File: src/rtl/rx_sync_ctrl.sv
// Byte-clock receive synchronization controller: comma lock, idle detection,
// data forwarding and error-driven loss of sync for the demux receive path.
module rx_sync_ctrl #(
   parameter logic [7:0]  BC_WORD   = 8'hBC,
   parameter logic [7:0]  IDLE_WORD = 8'h7C,
   parameter int unsigned BC_LOCK   = 4,
   parameter int unsigned ERR_LIMIT = 3
) (
   input  logic       clk_4f,
   input  logic       reset,
   input  logic [7:0] data_in,
   input  logic       valid_in,
   input  logic       err_in,
   output logic [7:0] data_out,
   output logic       valid_out,
   output logic       idle_out,
   output logic       active,
   output logic [2:0] state,
   output logic [2:0] bc_count,
   output logic [1:0] err_count
);

   typedef enum logic [2:0] {
      ST_LOSS   = 3'd0,
      ST_ALIGN  = 3'd1,
      ST_SYNC   = 3'd2,
      ST_IDLE   = 3'd3,
      ST_ACTIVE = 3'd4
   } state_t;

   localparam logic [2:0] BC_LOCK_C   = 3'(BC_LOCK);
   localparam logic [2:0] ERR_LIMIT_C = 3'(ERR_LIMIT);

   state_t     state_r, state_s;
   logic [2:0] bc_r, bc_s;
   logic [1:0] err_r, err_s;
   logic [7:0] data_r, data_s;
   logic       valid_r, idle_r, active_r;
   logic       fwd_s, err_hit_s, is_bc_s, is_idle_s;
   logic [2:0] err_inc_s;

   function automatic logic linked(input state_t s);
      case (s)
         ST_SYNC, ST_IDLE, ST_ACTIVE: linked = 1'b1;
         default:                     linked = 1'b0;
      endcase
   endfunction

   // Next-state, counter and forwarding decisions for the current byte
   always_comb begin
      state_s   = state_r;
      bc_s      = bc_r;
      err_s     = err_r;
      data_s    = data_r;
      fwd_s     = 1'b0;
      err_hit_s = 1'b0;
      is_bc_s   = (data_in == BC_WORD);
      is_idle_s = (data_in == IDLE_WORD);
      err_inc_s = {1'b0, err_r} + 3'd1;
      if (valid_in) begin
         case (state_r)
            ST_LOSS: begin
               err_s = 2'd0;
               if (is_bc_s) begin
                  bc_s    = 3'd1;
                  state_s = (BC_LOCK_C == 3'd1) ? ST_SYNC : ST_ALIGN;
               end else begin
                  bc_s    = 3'd0;
               end
            end
            ST_ALIGN: begin
               if (err_in || !is_bc_s) begin
                  bc_s    = 3'd0;
                  state_s = ST_LOSS;
               end else if ((bc_r + 3'd1) >= BC_LOCK_C) begin
                  bc_s    = BC_LOCK_C;
                  state_s = ST_SYNC;
               end else begin
                  bc_s    = bc_r + 3'd1;
               end
            end
            ST_SYNC: begin
               if (err_in || !(is_bc_s || is_idle_s)) begin
                  err_hit_s = 1'b1;
               end else begin
                  err_s   = 2'd0;
                  state_s = is_idle_s ? ST_IDLE : ST_SYNC;
               end
            end
            ST_IDLE: begin
               if (err_in) begin
                  err_hit_s = 1'b1;
               end else begin
                  err_s = 2'd0;
                  if (is_bc_s || is_idle_s) begin
                     state_s = ST_IDLE;
                  end else begin
                     state_s = ST_ACTIVE;
                     fwd_s   = 1'b1;
                     data_s  = data_in;
                  end
               end
            end
            ST_ACTIVE: begin
               if (err_in) begin
                  err_hit_s = 1'b1;
               end else begin
                  err_s = 2'd0;
                  if (is_idle_s) begin
                     state_s = ST_IDLE;
                  end else if (is_bc_s) begin
                     state_s = ST_ACTIVE;
                  end else begin
                     fwd_s  = 1'b1;
                     data_s = data_in;
                  end
               end
            end
            default: begin
               state_s = ST_LOSS;
               bc_s    = 3'd0;
               err_s   = 2'd0;
            end
         endcase
         // Errored bytes only advance the error counter until the limit drops sync
         if (err_hit_s) begin
            if (err_inc_s >= ERR_LIMIT_C) begin
               state_s = ST_LOSS;
               bc_s    = 3'd0;
               err_s   = 2'd0;
            end else begin
               err_s   = err_inc_s[1:0];
            end
         end else begin
            err_s = err_s;
         end
      end else begin
         case (state_r)
            ST_LOSS, ST_ALIGN, ST_SYNC, ST_IDLE, ST_ACTIVE: state_s = state_r;
            default: begin
               state_s = ST_LOSS;
               bc_s    = 3'd0;
               err_s   = 2'd0;
            end
         endcase
      end
   end

   // State, counters and all registered outputs
   always_ff @(posedge clk_4f or negedge reset) begin
      if (!reset) begin
         state_r  <= ST_LOSS;
         bc_r     <= 3'd0;
         err_r    <= 2'd0;
         data_r   <= 8'h00;
         valid_r  <= 1'b0;
         idle_r   <= 1'b0;
         active_r <= 1'b0;
      end else begin
         state_r  <= state_s;
         bc_r     <= bc_s;
         err_r    <= err_s;
         data_r   <= data_s;
         valid_r  <= fwd_s;
         idle_r   <= (state_s == ST_IDLE);
         active_r <= linked(state_s);
      end
   end

   assign data_out  = data_r;
   assign valid_out = valid_r;
   assign idle_out  = idle_r;
   assign active    = active_r;
   assign state     = state_r;
   assign bc_count  = bc_r;
   assign err_count = err_r;

endmodule
File: config.mk
export PLATFORM = sky130hd
export DESIGN_NAME = rx_sync_ctrl
export DESIGN_NICKNAME = d
export VERILOG_FILES = /design/src/rtl/rx_sync_ctrl.sv
export SDC_FILE = /design/constraint.sdc
export NUM_CORES = 1
export LEC_CHECK = 0
export CORE_UTILIZATION = 45
export CTS_CLUSTER_DIAMETER = 40
export DETAILED_ROUTE_END_ITERATION = 10
export GPL_TIMING_DRIVEN = 0
export PLACE_DENSITY = 0.76
export RECOVER_POWER = 25
export SYNTH_ARGS = -nofsm -noshare
export SYNTH_HDL_FRONTEND = slang
export SYNTH_SLANG_ARGS = --single-unit
File: constraint.sdc
create_clock -name clk_4f -period 1.96 [get_ports clk_4f]
set_input_delay 0.392 -clock clk_4f [delete_from_list [all_inputs] [get_ports clk_4f]]
set_output_delay 0.392 -clock clk_4f [all_outputs]
set_load 0.05 [all_outputs]
* Word level (Yosys, flattened, before mapping)
Cells that the tools add are included.
Operators by class: order comparisons 2, equality and inequality tests 18, add/subtract/negate cells 2, reductions and logical operators 13, multiplexer cells 48
Operator list (count):
- two-way mux 3 bit | 19
- two-way mux 8 bit | 5
- one-hot mux 8 bit (2 select lines) | 1
- one-hot mux 3 bit (5 select lines) | 1
- == test 3 x 2 -> 1 bit (second input constant) | 4
- two-way mux 1 bit | 12
- two-way mux 2 bit | 6
- inequality test 2 bit (second input constant) | 6
- one-hot mux 3 bit (3 select lines) | 1
- == test 8 x 7 -> 1 bit (second input constant) | 1
- == test 8 bit (second input constant) | 1
- AND reduction 7 bit | 1
- == test 3 bit (second input constant) | 2
- one-hot mux 2 bit (3 select lines) | 1
- OR reduction 3 bit | 2
- OR reduction 5 bit | 1
- inequality test 4 x 3 -> 1 bit (second input constant) | 1
- inequality test 4 bit (second input constant) | 1
- one-hot mux 1 bit (2 select lines) | 2
- AND reduction 4 bit | 1
- adder 2 x 1 -> 3 bit (second input constant) | 1
- adder 3 x 1 -> 3 bit (second input constant) | 1
- == test 3 x 1 -> 1 bit (second input constant) | 1
- greater-or-equal comparator 3 x 2 -> 1 bit (second input constant) | 1
- 7 further kinds | 10
Storage, ports and cells: output and inout bits 19, input bits 12, register bits after elaboration 19, logic and storage cells 90

* Depth between registers and ports, before layout
Gate-level depths: netlist of run 1.
depth after elaboration 12, mapped depth 6, mapped depth without buffers 6

* Worst setup path after synthesis of run 1
OpenSTA, ideal clock, no wires.
path type reg-to-reg, from register state_r[2], in the netlist state[2], to register data_r[6], in the netlist data_out[6], setup slack -55 ps, data required time 1835 ps, setup time 125 ps, cell stages (with the launch flop) 7, period minus slack after synthesis 2015 ps, arrival 1891 ps, buffers on the path 2, path through dfrtp_1 -> buf_4 -> nor3b_2 -> a21oi_1 -> and4bb_1 -> buf_4 -> mux2_2
On the way: cells in the longest elaborated chain, start to end 3, elaborated cells between the ends (all ways) 10, those cells by class eq/ne: 7; mux: 1; reduce/logical: 2
Ends and longest elaborated chain:
- start: declaration | line 34 | state_t state_r, state_s;
- start signal: assignment | line 160 | state_r <= state_s;
- == test 3 x 2 -> 1 bit / == test 3 bit (equally long branches) | line 61 | case (state_r)
- inequality test 2 bit (no line) / nonzero test 2 bit (equally long branches)
- AND reduction 7 bit (no line)
- end signal: assignment | line 163 | data_r <= data_s;
- end: declaration | line 37 | logic [7:0] data_r, data_s;
Several ways; a longest one is shown, not always the timed one. A chain may end at the register's enable or synchronous reset.

* Final worst setup path of run 1
from register bc_r[0], in the netlist bc_count[0], to output bc_count[0]
RTL lines:
- start: declaration | line 35 | logic [2:0] bc_r, bc_s;
- start signal: assignment | line 161 | bc_r <= bc_s;
- end: declaration | line 19 | output logic [2:0] bc_count,
No word-level cell between the ends.

==> metrics, run 1 <==
die height=52.05 µm; WP buf/inv=1; hpwl dp=1822 µm; Worst Hold Launch=data_in[7]; RSZ-0062 raised after global routing=false; CP Capture Type=output port; global-route usage over all layers=21.71%; Syn Nets=124; max-slew violations=0; total power=1.472 mW; Slew @ Worst Pin=0.8471 ns; fraction of layout cells with a size suffix above 1=15.38%; CP startpoint kind=flip-flop; Cell Rows=17; final hold violation count=0; die area=2709 µm²; Clock transition at path regs=0.11 ns; Synth top area share=42.18%; gr ovfl total=0; Hold Path Sink=data_out[7]; H-tree levels=1; synth unique cells=41; Die X-Extent=52.05 µm; Final Core Density=65.48%; synthesized area=1127 µm²; sequential share of the synthesized area=42.18%; Clock Latency Late Sink=0.30 ns; # Max-Cap Violations=0; average wire per standard cell=14.37 µm; Synth Register Bits=19; critical path, cell by cell=clkdlybuf4s50_1; core area=2276 µm²; Setup-failing EPs final=0; slew margin rel.=43.34%; final wirelength=2457 µm; Critical Path Fanout Max=4; detailed-route DRC error count=0; post-layout min period=1.909 ns; vias per cell=5.848; Nets=157; P_leak=0.6557 nW; Hold Path Class=input pin to flip-flop; setup slack, reg-to-reg=0.10 ns; Critical Path Max Stage Delay=0.80 ns; multi-input gate area in the final layout=590.6 µm²; Via Count=1,000; DR pass1 iterations=4; FF-to-FF End=data_out[6]; cell taking the most area after synthesis=dfrtp_1; clk sinks=19; Slowest cell on crit path=clkdlybuf4s50_1; Port-buffer cells=28; Top FF cell, synth=dfrtp_1; largest net degree at the start of global routing=20; FF-to-FF path depth=6; Synth async-reset ratio=100.0%; ranking of synthesized cells by area=dfrtp_1 (42%), mux2_1 (7.0%), o21ai_0 (4.4%); Initial Utilization=49.53%; Final Hold Slack=0.3477 ns; 1st-iter DRT viols=29; count leader, synth=dfrtp_1; CTS max path bufs=2; vias in the first global route=959; Ant. Diodes=0; global-route wire length before repair=4257 µm; Post-synth EDFFs=0; Num CTS Buffers=3; CTS root buf=clkbuf_4; Arr. time, crit path=1.52 ns; clk_skew=0.01015 ns; initial antenna violation count=0; Area Overhead vs Synth=32.19%; CP Class=flip-flop to output port; peak supply drop=0.001178 V; top cells by count, synth=dfrtp_1 (19), o21ai_0 (10), a21oi_1 (7), inv_1 (7), mux2_1 (7); worst r2r src=state[2]; RD Place Congestion=0.8797; fmax=523.9 MHz; IO Pins=31; FF+latch area=479.2 µm²; Post-Syn Instances=111; pwr dens=987.7 nW/µm²; top cell family by delay on the critical path=buffers and inverters; status=finished, final reports clean; average cell area after synthesis=10.16 µm²; Antenna Nets Post-Route=0; Fillers=191; Final Cycle Share=97.38%; CP required=1.57 ns; CTS tree=done; hold-critical path depth=2; yosys warns=0
==> flip-flops by register name, indices dropped and copies added (netlist names) <==
signal	count
data_out	8
bc_count	3
err_count	2
active	1
state	3
valid_out	1
idle_out	1
==> area by class of cell <==
type | count | share of cell area (%)
Buffer | 8 | 3.442
Multi-Input combinational cell | 77 | 39.63
Timing Repair Buffer | 28 | 18.89
Clock buffer | 4 | 1.763
Tap cell | 28 | 2.351
Sequential cell | 19 | 32.16
Inverter | 7 | 1.763
==> per-layer routing <==
metal  global-route usage [%]  vias to the layer above  part of all wire [%]
li1                         -                      474                     -
met1                    28.36                      483                    46
met2                    35.26                       38                    47
met3                    3.216                        5                   5.2
met4                    9.459                        0                   1.9
met5                        0                        -                     0
==> cells by family after synthesis <==
logic type	share of synthesized area (%)
AOI/OAI and AO/OA	17.54
xor gates and xnor gates	1.554
adders and majority gates	1.110
buffers and inverters	6.659
DFF	42.18
muxes	7.991
and+or+nand+nor	22.97
==> stage by stage <==
stage          instances  instance area (µm²)  worst slack, ns  setup TNS (ns)
6_report             171                 1490          0.05134               0
5_1_grt              171                 1490         0.005622               0
4_1_cts              171                 1469          0.01552               0
3_5_place_dp         167                 1446          -0.3173          -2.024
3_3_place_gp         167                 1446          -0.3190          -2.011
2_1_floorplan        111                 1131          0.05502               0
==> where the power goes <==
group	switching (mW)	internal (mW)
Combinational	0.472	0.260
Sequential	0.0501	0.488
Clock	0.122	0.0794
Total	0.644	0.828
==> layout by cell type (no fill, tap or decap), types with 2 or more instances in the layout <==
master / Yosys / final
a21oi_1: 7 / 6
dlygate4sd2_1: 0 / 3
o21ai_1: 1 / 2
nand3_1: 2 / 2
o21ai_0: 10 / 9
mux2_1: 7 / 7
clkbuf_1: 4 / 3
nor2_1: 4 / 4
nand4b_1: 2 / 2
dfrtp_2: 0 / 3
xor2_1: 2 / 2
dlymetal6s2s_1: 0 / 2
buf_4: 3 / 3
nand4_1: 2 / 2
nand2b_1: 4 / 4
nand2_1: 4 / 4
a31oi_1: 3 / 3
dfrtp_1: 19 / 16
clkbuf_2: 0 / 2
clkbuf_4: 0 / 3
inv_1: 7 / 7
nor2b_1: 2 / 2
nor3_1: 2 / 2
and4bb_2: 2 / 2
o211ai_1: 2 / 2
clkdlybuf4s50_1: 0 / 22
a22o_1: 2 / 2
==> timing repair <==
item                                    4_1_cts  5_1_grt
endpoints found under the setup margin        3        5
gates resized for setup                       3       10
setup buffers                                 0        0
hold buffers                                  0        0
pin swaps                                     0        0
==> how the worst max path moves through the flow <==
stage | startpoint | endpoint | slack, ns | depth (start not counted)
finish | bc_count[0] | bc_count[0] | 0.05 | 1
global route | err_count[0] | err_count[0] | 0.006 | 1
CTS | state[1] | state[1] | 0.02 | 1
detailed placement | err_in | idle_out | -0.32 | 7
global placement | err_in | idle_out | -0.32 | 7
floorplan | bc_count[0] | idle_out | 0.06 | 6
(Power assumes the default switching activity.)
==> inputs of run 2 (changes only) <==
--- a/config.mk
+++ b/config.mk
@@ -5,12 +5,14 @@
 export SDC_FILE = /design/constraint.sdc
 export NUM_CORES = 1
 export LEC_CHECK = 0
+export ABC_AREA = 1
 export CORE_UTILIZATION = 45
 export CTS_CLUSTER_DIAMETER = 40
 export DETAILED_ROUTE_END_ITERATION = 10
 export GPL_TIMING_DRIVEN = 0
 export PLACE_DENSITY = 0.76
 export RECOVER_POWER = 25
+export SETUP_SLACK_MARGIN = 0.15
 export SYNTH_ARGS = -nofsm -noshare
 export SYNTH_HDL_FRONTEND = slang
 export SYNTH_SLANG_ARGS = --single-unit
==> metrics, run 2 <==
P_leak=0.8114 nW; Critical Path Fanout Max=5; Slew @ Worst Pin=0.8506 ns; hpwl dp=1846 µm; Area Overhead vs Synth=29.94%; detailed-route DRC error count=0; Clock Latency Late Sink=0.29 ns; peak supply drop=0.0008032 V; H-tree levels=1; Post-CTS Setup Repair Bufs=0; 1st-iter DRT viols=28; IO Pins=31; post-layout min period=1.729 ns; # Max-Cap Violations=0; final wirelength=2302 µm; synth unique cells=21; clk sinks=19; final worst slack=0.2314 ns; yosys warns=0; Setup-failing EPs final=0; gr ovfl total=0; Synth Register Bits=19; RD Place Congestion=0.9104; Antenna Nets Post-Route=0; CP Class=flip-flop to output port; max reg flops=8; Top FF cell, synth=dfrtp_1; CP startpoint kind=flip-flop; DR pass1 iterations=4; max-slew violations=0; commonest non-fill, non-tap cell in the layout=nand2_1; Cell Rows=17; initial antenna violation count=0; Die X-Extent=51.61 µm; slew margin rel.=43.11%; average wire per standard cell=11.23 µm; status=finished, final reports clean; Synth async-reset ratio=100.0%; largest net degree at the start of global routing=20; synthesized area=1107 µm²; Initial Utilization=48.65%; Critical Path Max Stage Delay=0.56 ns; count leader, synth=nand2_1; sequential share of the synthesized area=42.94%; CP Capture Type=output port; vias per cell=5.015; Arr. time, crit path=1.34 ns; Ant. Diodes=0; global-route wire length before repair=4015 µm; most frequent cells in the layout=nand2_1 (44), dfrtp_1 (19), dlygate4sd2_1 (17), inv_1 (16), nor2_1 (13); CTS tree=done; Via Count=1,028; Final Core Density=63.22%; CTS Hold Buffers Added=0; core area=2276 µm²; Setup Slack @ Placement=-0.01545 ns; Hold Path Class=flip-flop to flip-flop; average cell area after synthesis=7.743 µm²; die height=51.61 µm; ranking of synthesized cells by area=dfrtp_1 (43%), nand2_1 (15%), inv_1 (5.4%); fmax=578.5 MHz; vias in the first global route=970; cell taking the most area after synthesis=dfrtp_1; Clock transition at path regs=0.11 ns; WP buf/inv=1; Nets=191; CTS max path bufs=2; RSZ-0062 raised after global routing=false; CTS root buf=clkbuf_4; top cells by count, synth=nand2_1 (44), dfrtp_1 (19), inv_1 (16); die area=2663 µm²; top cell family by delay on the critical path=buffers and inverters; Num CTS Buffers=3; fraction of layout cells with a size suffix above 1=17.51%; Syn Nets=156; global-route usage over all layers=20.31%; Slowest cell on crit path=dlygate4sd2_1; Port-buffer cells=30; Final Cycle Share=88.19%; critical path, cell by cell=dlygate4sd2_1; CP required=1.57 ns; Synth top area share=42.94%; clk_skew=0.005684 ns; Post-synth EDFFs=0; final hold violation count=0; pwr dens=956.4 nW/µm²; Post-Syn Instances=143
==> run 2: cell count changes after synthesis, moves of 5 or more <==
cell	previous run	this run
o21ai_2	0	5
nor2_1	4	13
mux2_1	7	0
nand2_1	4	44
o21ai_0	10	4
nand3_1	2	9
inv_1	7	16
==> run 2: where the power goes <==
part / switching [mW] / internal [mW]
Combinational: 0.477 / 0.169
Clock: 0.117 / 0.0759
Sequential: 0.0544 / 0.482
==> run 2: timing repair <==
action                                  CTS  global route
endpoints found under the setup margin   19             2
resized for setup                        19             4
pin swaps                                 0             0
==> run 2: final cells by class <==
type                    count  area [µm²]
fillers                   218       837.1
multi-input cells         103       545.5
flip-flops and latches     19       475.5
repair buffers             30       269.0
inverters                  20       75.07
well taps                  28       35.03
clock buffers               3       22.52
plain buffers               1       11.26
clock inverters             1       5.005
==> run 2: cell families after synthesis <==
group	after synthesis	share of synthesized area, %
fa+ha+maj	1	1.130
flops	19	42.94
compound gates	14	8.362
simple gates	86	38.19
buf+inv	21	7.796
xor+xnor	2	1.582
==> run 2: final timing paths <==
kind                                to  slack (ns)         from  depth (start not counted)
max                           state[1]        0.23     state[1]                          1
min                        data_out[3]        0.48  data_out[3]                          2
max reg2reg                data_out[7]        0.36     state[0]                          9
min reg2reg                data_out[3]        0.48  data_out[3]                          2
max in group asynchronous  data_out[4]        0.79        reset                          1
min in group asynchronous  data_out[1]        0.63        reset                          1
==> run 2: routing by layer <==
| metal | wire length (µm) | track usage, % | up-vias |
|---|---|---|---|
| li1 | - | - | 529 |
| met1 | 1045 | 24.91 | 468 |
| met2 | 1112 | 35.50 | 27 |
| met3 | 122 | 5.263 | 4 |
| met4 | 22 | 4.505 | 0 |
| met5 | 0 | 0 | - |
==> run 2: stage by stage <==
stage / area, µm² / total power [mW] / setup TNS (ns) / std cells / hold WS [ns]
floorplan: 1107 / 1.011 / 0 / 143 / 0.09641
global placement: 1443 / 1.252 / 0 / 201 / 0.4542
detailed placement: 1443 / 1.265 / -0.01871 / 201 / 0.4587
CTS: 1446 / 1.393 / 0 / 205 / 0.4814
global route: 1439 / 1.463 / 0 / 205 / 0.5144
finish: 1439 / 1.376 / 0 / 205 / 0.4754
==> run 2: worst register-to-register path: cells and delay by family (launching register included) <==
kind                   cells  cell delay [ns]
AND/OR/NAND/NOR            4             0.51
AO/OA/AOI/OAI              2             0.13
buffers and inverters      3             0.36
flip-flops                 1             0.49
==> inputs of run 3 (changes only) <==
--- a/config.mk
+++ b/config.mk
@@ -10,6 +10,7 @@
 export CTS_CLUSTER_DIAMETER = 40
 export DETAILED_ROUTE_END_ITERATION = 10
 export GPL_TIMING_DRIVEN = 0
+export HOLD_SLACK_MARGIN = 0.02
 export PLACE_DENSITY = 0.76
 export RECOVER_POWER = 25
 export SETUP_SLACK_MARGIN = 0.15
==> results of run 3 <==
Final layout, timing and power as in run 2 (identical DEF).
==> RTL edit, RTL diff (config.mk and constraints of run 2) <==
Register the output `bc_count` once more, with the module's reset; this adds one clock of latency there. The other outputs are not delayed to match.
--- a/src/rtl/rx_sync_ctrl.sv
+++ b/src/rtl/rx_sync_ctrl.sv
@@ -174,3 +174,9 @@
    assign state     = state_r;
-   assign bc_count  = bc_r;
+   always_ff @(posedge clk_4f or negedge reset) begin
+      if (!reset) begin
+         bc_count <= '0;
+      end else begin
+         bc_count <= bc_r;
+      end
+   end
    assign err_count = err_r;
Formal check against the unedited RTL: not equivalent (Yosys sat finds a counterexample within 4 cycles, from zero or initial values and one cycle with reset low).
==> RTL edit against run 2 <==
Cell area increased by 4.3%; power increased by 4.7%; area after synthesis is 5.5% higher; sequential cell count grew 3; count of clock-buffer cells in the layout did not move; worst setup slack worse by 0.015 ns; routed wire length is 8.6% higher; critical path type unchanged; largest power group unchanged.
==> RTL edit: results (changes against run 2) <==
grt.total_usage_pct: 20.2  # was 20.3%
grt_first_pass_wirelength_mm: 4.06  # was 4.02 mm
yosys-top-cells-count: "40 x sky130_fd_sc_hd__nand2_1, 22 x sky130_fd_sc_hd__dfrtp_1, 16 x sky130_fd_sc_hd__inv_1"  # was 44 x sky130_fd_sc_hd__nand2_1, 19 x sky130_fd_sc_hd__dfrtp_1, 16 x sky130_fd_sc_hd__inv_1
clock_sinks: 22  # was 19
placedCellCount: 205  # was 201
grt_start_max_net_pins: 23  # was 20
dpl.hpwl_mm: 1.97  # was 1.85 mm
status: "finished clean"  # unchanged
synth_nets: 158  # was 156
setup.worst_path.start: "state[2]"  # was state[1]
wl_met2_mm: 1.26  # was 1.11 mm
area_share_nonclk_buffers_pct: 18.9  # was 19.5%
irDropWorstVdd_v: 0.000689  # was 0.000803 V
p_seq_w: 0.000596  # was 0.000537 W
p_leak_nw: 0.813  # was 0.811 nW
synthTopCellsByArea: "sky130_fd_sc_hd__dfrtp_1 47%, sky130_fd_sc_hd__nand2_1 13%, sky130_fd_sc_hd__inv_1 5.1%"  # was sky130_fd_sc_hd__dfrtp_1 43%, sky130_fd_sc_hd__nand2_1 15%, sky130_fd_sc_hd__inv_1 5.4%
synth_ff_type: "sky130_fd_sc_hd__dfrtp_1"  # unchanged
ys_seq_area_share_pct: 47.1  # was 42.9%
avgRoutedWirePerCell_um: 12.0  # was 11.2 µm
clock_skew_ns: 0.00224  # was 0.00568 ns
n_multi_input_combinational_cell: 102  # was 103
preCtsSetupSlack_ns: -0.0651  # was -0.0154 ns
cts.htree.levels: 1  # unchanged
clockNetworkAreaShare_pct: 1.50  # was 1.91%
net-switching-power_w: 0.000653  # was 0.000648 W
seqCellArea_um2: 551  # was 475 µm²
design.final.nets: 193  # was 191
postLayoutSetupSlackWorst_ns: 0.217  # was 0.231 ns
drt_wl_total_mm: 2.50  # was 2.30 mm
fraction_of_standard_cell_area_in_multi_input_logic_pct: 35.4  # was 37.9%
drt-vias-per-instance: 5.00  # was 5.01
p_comb_share_pct: 44.9  # was 46.9%
fill_cells: 241  # was 218
placeableCoreArea_mm2: 0.00245  # was 0.00228 mm²
finalHoldWorstSlack_ns: 0.421  # was 0.475 ns
slew_headroom_pct: 34.2  # was 43.1%
synthArstFlopShare_pct: 100  # unchanged
groute.layer.met2.usage_pct: 36.7  # was 35.5%
final_core_utilization_pct: 61.2  # was 63.2%
switching_share_pct: 45.3  # was 47.1%
drt-initial-drc-count: 21  # was 28
gp_congestion: 0.868  # was 0.910
wl_met3_um: 149  # was 122 µm
cp_max_fo: 7  # was 5
grt_util_met3_pct: 2.59  # was 5.26%
grt.met1_usage_pct: 23.8  # was 24.9%
drive_gt1_share_pct: 17.4  # was 17.5%
min-delay-start: "bc_r[0]"  # was data_out[3]
met1_length_mm: 1.05  # about the same
post_synth_inst_count: 145  # was 143
RTL edit: cell types whose count changed after synthesis, moves of 2 or more:
cell,change
sky130_fd_sc_hd__nand2_1,-4
sky130_fd_sc_hd__nand2_2,+2
sky130_fd_sc_hd__nor2_4,-2
sky130_fd_sc_hd__dfrtp_1,+3
sky130_fd_sc_hd__o21ai_0,+4
sky130_fd_sc_hd__nand3_1,-2
sky130_fd_sc_hd__nor2_2,+2
RTL edit: worst paths after layout:
kind,end,cells past startpoint
max,state[2],1
min,bc_count[0],0
max reg2reg,data_out[2],9
min reg2reg,bc_count[0],0
max in group asynchronous,data_out[1],1
min in group asynchronous,data_out[3],1
RTL edit: cell families after synthesis:
| kind of cell | count (synthesis) | share of synthesized area, % |
|---|---|---|
| xor+xnor | 2 | 1.50 |
| flops | 22 | 47.1 |
| simple gates | 83 | 34.5 |
| buf+inv | 21 | 7.39 |
| compound gates | 16 | 8.46 |
| fa+ha+maj | 1 | 1.07 |
